--- src/rtl/id2ex_pkg.sv ---
// Shared types and helpers for the ID->EX pipeline register and its hazard logic.
package id2ex_pkg;

    localparam int unsigned REG_INDEX_SIZE = 5;
    typedef logic [REG_INDEX_SIZE-1:0] reg_index_t;

    localparam int unsigned CNT_W = 32;
    localparam logic [CNT_W-1:0] CNT_MAX = '1;

    // What the EX register does on the next clock edge.
    typedef enum logic [1:0] {
        ACT_LOAD,
        ACT_BUBBLE,
        ACT_HOLD,
        ACT_FLUSH
    } id2ex_act_e;

    function automatic logic [CNT_W-1:0] sat_inc(input logic [CNT_W-1:0] v, input logic en);
        return (en && v != CNT_MAX) ? v + 1'b1 : v;
    endfunction

endpackage

--- src/rtl/id2ex_hazard.sv ---
// Combinational load-use / branch-after-load / EX-busy stall detection for the ID stage.
module id2ex_hazard
    import id2ex_pkg::*;
(
    input  logic       id_valid,
    input  logic       rs1_en,
    input  reg_index_t rs1_index,
    input  logic       rs2_en,
    input  reg_index_t rs2_index,
    input  logic       jumpbranch,
    input  logic       ex_valid,
    input  logic       ex_load,
    input  logic       ex_rd_en,
    input  reg_index_t ex_rd_index,
    input  logic       ex2mem_load,
    input  reg_index_t ex2mem_rd_index,
    input  logic       ex_ready,
    output logic       luse,
    output logic       bload,
    output logic       stall
);

    // x0 is hard-wired zero, so it never carries a dependency.
    function automatic logic reads_reg(input reg_index_t rd);
        return (rd != '0) && ((rs1_en && rs1_index == rd) || (rs2_en && rs2_index == rd));
    endfunction

    always_comb begin
        luse  = id_valid && ex_valid && ex_load && ex_rd_en && reads_reg(ex_rd_index);
        bload = id_valid && jumpbranch && ex2mem_load && reads_reg(ex2mem_rd_index);
        stall = luse || bload || (id_valid && !ex_ready);
    end

endmodule

--- src/rtl/id2ex_stage.sv ---
// ID->EX pipeline register: holds while EX is busy, bubbles on hazards, drops on flush,
// and counts stall cycles and inserted bubbles.
module id2ex_stage
    import id2ex_pkg::*;
#(
    parameter int unsigned XLEN   = 64,
    parameter int unsigned CTRL_W = 16
) (
    input  logic              clk,
    input  logic              rst_n,
    input  logic              id2ex_id_valid_i,
    input  logic [XLEN-1:0]   id2ex_id_pc_i,
    input  logic [XLEN-1:0]   id2ex_id_rs1_data_i,
    input  logic [XLEN-1:0]   id2ex_id_rs2_data_i,
    input  logic [XLEN-1:0]   id2ex_id_imm_i,
    input  logic [CTRL_W-1:0] id2ex_id_ctrl_i,
    input  logic              id2ex_id_rs1_en_i,
    input  logic              id2ex_id_rs2_en_i,
    input  reg_index_t        id2ex_id_rs1_index_i,
    input  reg_index_t        id2ex_id_rs2_index_i,
    input  logic              id2ex_id_rd_en_i,
    input  reg_index_t        id2ex_id_rd_index_i,
    input  logic              id2ex_id_load_i,
    input  logic              id2ex_id_jumpbranch_i,
    input  logic              id2ex_ex2mem_load_i,
    input  reg_index_t        id2ex_ex2mem_rd_index_i,
    input  logic              id2ex_ex_ready_i,
    input  logic              id2ex_flush_i,
    output logic              id2ex_valid_o,
    output logic [XLEN-1:0]   id2ex_pc_o,
    output logic [XLEN-1:0]   id2ex_rs1_o,
    output logic [XLEN-1:0]   id2ex_rs2_o,
    output logic [XLEN-1:0]   id2ex_imm_o,
    output logic [CTRL_W-1:0] id2ex_ctrl_o,
    output logic              id2ex_rd_en_o,
    output reg_index_t        id2ex_rd_index_o,
    output logic              id2ex_load_o,
    output logic              id2ex_id_stall_o,
    output logic [CNT_W-1:0]  id2ex_stall_cnt_o,
    output logic [CNT_W-1:0]  id2ex_bubble_cnt_o
);

    logic              valid_q;
    logic [XLEN-1:0]   pc_q, rs1_q, rs2_q, imm_q;
    logic [CTRL_W-1:0] ctrl_q;
    logic              rd_en_q, load_q;
    reg_index_t        rd_index_q;
    logic [CNT_W-1:0]  stall_cnt_q, bubble_cnt_q;

    logic       luse, bload, hz_stall;
    id2ex_act_e act;

    id2ex_hazard u_hazard (
        .id_valid        (id2ex_id_valid_i),
        .rs1_en          (id2ex_id_rs1_en_i),
        .rs1_index       (id2ex_id_rs1_index_i),
        .rs2_en          (id2ex_id_rs2_en_i),
        .rs2_index       (id2ex_id_rs2_index_i),
        .jumpbranch      (id2ex_id_jumpbranch_i),
        .ex_valid        (id2ex_valid_o),
        .ex_load         (id2ex_load_o),
        .ex_rd_en        (id2ex_rd_en_o),
        .ex_rd_index     (id2ex_rd_index_o),
        .ex2mem_load     (id2ex_ex2mem_load_i),
        .ex2mem_rd_index (id2ex_ex2mem_rd_index_i),
        .ex_ready        (id2ex_ex_ready_i),
        .luse            (luse),
        .bload           (bload),
        .stall           (hz_stall)
    );

    // Stall is forced low while in reset so every output reads zero.
    assign id2ex_id_stall_o = rst_n && hz_stall;

    always_comb begin
        act = ACT_LOAD;
        if (id2ex_flush_i)          act = ACT_FLUSH;
        else if (!id2ex_ex_ready_i) act = ACT_HOLD;
        else if (luse || bload)     act = ACT_BUBBLE;
    end

    always_ff @(posedge clk or negedge rst_n) begin
        if (!rst_n) begin
            valid_q      <= 1'b0;
            pc_q         <= '0;
            rs1_q        <= '0;
            rs2_q        <= '0;
            imm_q        <= '0;
            ctrl_q       <= '0;
            rd_en_q      <= 1'b0;
            rd_index_q   <= '0;
            load_q       <= 1'b0;
            stall_cnt_q  <= '0;
            bubble_cnt_q <= '0;
        end else begin
            case (act)
                ACT_FLUSH, ACT_BUBBLE: valid_q <= 1'b0;
                ACT_HOLD: ;
                ACT_LOAD: begin
                    valid_q    <= id2ex_id_valid_i;
                    pc_q       <= id2ex_id_pc_i;
                    rs1_q      <= id2ex_id_rs1_data_i;
                    rs2_q      <= id2ex_id_rs2_data_i;
                    imm_q      <= id2ex_id_imm_i;
                    ctrl_q     <= id2ex_id_ctrl_i;
                    rd_en_q    <= id2ex_id_rd_en_i;
                    rd_index_q <= id2ex_id_rd_index_i;
                    load_q     <= id2ex_id_load_i;
                end
                default: ;
            endcase
            stall_cnt_q  <= sat_inc(stall_cnt_q, id2ex_id_stall_o);
            bubble_cnt_q <= sat_inc(bubble_cnt_q, act == ACT_BUBBLE);
        end
    end

    assign id2ex_valid_o      = valid_q;
    assign id2ex_pc_o         = pc_q;
    assign id2ex_rs1_o        = rs1_q;
    assign id2ex_rs2_o        = rs2_q;
    assign id2ex_imm_o        = imm_q;
    assign id2ex_ctrl_o       = ctrl_q;
    assign id2ex_rd_en_o      = valid_q && rd_en_q;
    assign id2ex_rd_index_o   = rd_index_q;
    assign id2ex_load_o       = valid_q && load_q;
    assign id2ex_stall_cnt_o  = stall_cnt_q;
    assign id2ex_bubble_cnt_o = bubble_cnt_q;

endmodule

--- config.mk ---
export PLATFORM = sky130hd
export DESIGN_NAME = id2ex_stage
export DESIGN_NICKNAME = d
export VERILOG_FILES = /design/src/rtl/id2ex_pkg.sv /design/src/rtl/id2ex_hazard.sv /design/src/rtl/id2ex_stage.sv
export SDC_FILE = /design/constraint.sdc
export NUM_CORES = 1
export LEC_CHECK = 0
export ABC_CLOCK_PERIOD_IN_PS = 5200
export BUFFER_PORTS_ARGS = -buffer_cell sky130_fd_sc_hd__buf_2
export CAP_MARGIN = 25
export CORE_AREA = 3 3 254 256
export DETAILED_ROUTE_END_ITERATION = 8
export DIE_AREA = 0 0 257 259
export GPL_TIMING_DRIVEN = 0
export PLACE_DENSITY = 0.56
export SLEW_MARGIN = 20
export SYNTH_ARGS = -nofsm -noshare
export SYNTH_HDL_FRONTEND = slang
export SYNTH_SLANG_ARGS = --single-unit
--- constraint.sdc ---
create_clock -name clk -period 5.2 [get_ports clk]
set_input_delay 1.3 -clock clk [delete_from_list [all_inputs] [get_ports clk]]
set_output_delay 1.3 -clock clk [all_outputs]
set_load 0.1 [all_outputs]
==> metrics.cfg <==
[detailed_routing]
avgRoutedWirePerCell_um = 17.8
ant_nets = 0
vias_per_cell = 4.09
drt-initial-drc-count = 311
route.detailed.drc = 0
firstDrtPassIters = 4
drt_wl_total_um = 44200
vias = 10200

[clock_tree]
cts_tree = built
worstSkewPairLatency_ns = 0.54
cts-root-buf = clkbuf_16
cts.sinks = 344
cts_made_buffers = 39
cts_resized = 0
h-tree-depth = 2
clk_pin_slew_ns = 0.06
post_cts_buffers = 0
ctsHoldBuffers = 0
clk_path_buf_depth = 3

[logic_synthesis]
synth.area.top_cells = dfrtp_1, mux2_2, xnor2_1
syn-num-nets = 1228
synth_area_um2 = 13700
yosys.cell_types.count = 31
yosysWarnings = 0
yosysTopAreaCellShare = 0.629
yosysSeqAreaShare = 0.629
synthCells = 923
syn_avg_cell_area_um2 = 14.8
synth_top_area_cell = dfrtp_1
synth-seq-cells = 344

[cells_and_area]
final_layout_size_suffix_gt1_frac = 0.623
nFillCells = 6404
final_cells = 2488
synthToLayoutAreaGrowth_pct = 41.4
fin_area_um2 = 19300
post-route-util = 0.308
mostFrequentLayoutCells = buf_2, dfrtp_1, mux2_2
fin_nets = 1921
seqCellArea_um2 = 8610
layout_commonest_cell = buf_2
multi_input_area_um2 = 4840

[setup_path]
r2r_start = id2ex_rd_index_o[0]
timing.rr.end = id2ex_pc_o[1]
required_ns = 3.90
critPathCapture = id2ex_id_stall_o
cp-startpoint = id2ex_id_rs2_index_i[2]
crit_path_end_kind = output pin
crit_type = primary input to output pin
crit_arrival_ns = 3.49
rrSetupSlack_ns = 1.60
start_kind = primary input
crit_chain = buf_2, xnor2_1, nand4_1, o22ai_1, a222oi_1, buf_2, nor2_1, clkbuf_1, buf_2
cp_common_cell = buf_2
cpMaxStageDelayCell = buf_2
worstPathMaxFanout = 10
slowest_delay_ns = 0.51
reg2reg_depth = 7

[timing]
holdWs_ns = 0.484
hold_viol = 0
worst_slew_pin_slew_ns = 1.02
drv_slew = 0
slew_headroom = 0.321
min_period_ns = 4.79
fin_worst_skew_ns = 0.0153
rsz0062_at_grt = false
finalSetupViolCount = 0
finalCritPeriodShare = 0.922
fmax_mhz = 209

[pwr]
finalPower_w = 0.00960
intPower_w = 0.00524
ir_drop_v = 0.000236
sw_frac_of_total = 0.455
clock_power_share = 0.277
p_seq_frac = 0.335
p_leak_nw = 9.25
powerDensity_nw_per_um2 = 496
combPwrFrac = 0.388
power.switching_w = 0.00437

[global_routing]
grtUsageTotal = 0.127
grt_pass1_wl_um = 65600
grt_pass1_vias = 10800
antenna_found_initial = 5
grt_overflow = 0
grt_max_degree = 90

[worst_hold_path]
holdCritPathClass = flop to flop

[die]
io_pins = 648
die_area_um2 = 66600
die_height_um = 259
start_util = 0.218
die_width_um = 257
core_um2 = 62700
rows = 92

[placed_design]
placed_area_um2 = 18100
gp_congestion = 0.871
placed_cells = 2421
hpwl_um = 35400
placement.io_buffers = 647

[flow_run]
max_cap_viol_count = 0

[status]
status = completed

power groups by stage:
stage	Clock [W]	Sequential [W]	Combinational, W
after global routing	0.00287	0.00327	0.00382
after floorplan	0	0.00580	0.000434
after global placement	0	0.00326	0.00372
final	0.00266	0.00322	0.00372
after detailed placement	0	0.00327	0.00375
after CTS	0.00277	0.00322	0.00375
stage by stage:
stage               worst slack [ns]  setup TNS (ns)
floorplan                      0.402               0
global placement               -5.33        -1431.14
detailed placement             0.372               0
CTS                            0.368               0
global route                   0.190               0
finish                         0.406               0
area by class of cell:
class	instances	area share
diodes	1	0.000129
clock buffers	58	0.0594
repair buffers	652	0.174
flip-flops and latches	344	0.445
well taps	846	0.0547
clock inverters	8	0.00427
multi-input cells	538	0.250
plain buffers	35	0.0114
inverters	6	0.00116
cells in the mapped netlist, drive strengths merged:
library cell  number
mux2             282
and4               1
nor4              10
or2                1
ha                 2
a31oi              2
a2bb2oi            1
a222oi             1
dfrtp            344
nand2b             2
nand3             37
nand4             28
nor2              19
clkbuf             5
inv                6
buf               30
or4                1
nor3              15
and2               7
o2111a             1
a22o               1
a21oi              1
xnor2             61
nor3b              1
xor2              18
o22ai              2
nand2             27
and3              16
o21ai              1
how the worst min path moves through the flow:
stage	from	end	slack, ns	depth (start not counted)
3_5_place_dp	id2ex_bubble_cnt_o[28]	id2ex_bubble_cnt_o[28]	0.48	1
6_report	id2ex_bubble_cnt_o[28]	id2ex_bubble_cnt_o[28]	0.48	1
4_1_cts	id2ex_bubble_cnt_o[28]	id2ex_bubble_cnt_o[28]	0.49	1
2_1_floorplan	rd_en_q	rd_en_q	0.47	1
5_1_grt	id2ex_ctrl_o[7]	id2ex_ctrl_o[7]	0.51	1
3_3_place_gp	id2ex_bubble_cnt_o[28]	id2ex_bubble_cnt_o[28]	0.47	1
cells by family (layout without fill, tap and decap cells):
logic type | Yosys count | after routing | share of synthesized area
AND/OR/NAND/NOR | 165 | 165 | 0.0634
multiplexers | 282 | 282 | 0.232
other | 0 | 1 | 0
AO/OA/AOI/OAI | 10 | 10 | 0.00539
adder cells (fa/ha/maj) | 2 | 2 | 0.00183
flip-flops | 344 | 344 | 0.629
buffers and inverters | 41 | 759 | 0.0178
XOR/XNOR | 79 | 79 | 0.0506
worst max-delay path: cells and delay by family:
kind,cells,cell delay [ns]
AO/OA/AOI/OAI,2,0.34
XOR/XNOR,1,0.16
buffers and inverters,4,1.21
AND/OR/NAND/NOR,2,0.47
per-layer routing:
| layer | routed length, um | GRT usage |
|---|---|---|
| met5 | 0 | 0 |
| met4 | 1480 | 0.0460 |
| met3 | 3230 | 0.0356 |
| met2 | 22600 | 0.228 |
| met1 | 16900 | 0.143 |
sequential cells by signal (all words and copies together), names as in the netlist, 5 cells and up:
name	flops
id2ex_bubble_cnt_o	32
id2ex_rs1_o	64
id2ex_ctrl_o	16
id2ex_stall_cnt_o	32
id2ex_imm_o	64
id2ex_rd_index_o	5
id2ex_rs2_o	64
id2ex_pc_o	64
(Power assumes the default switching activity.)
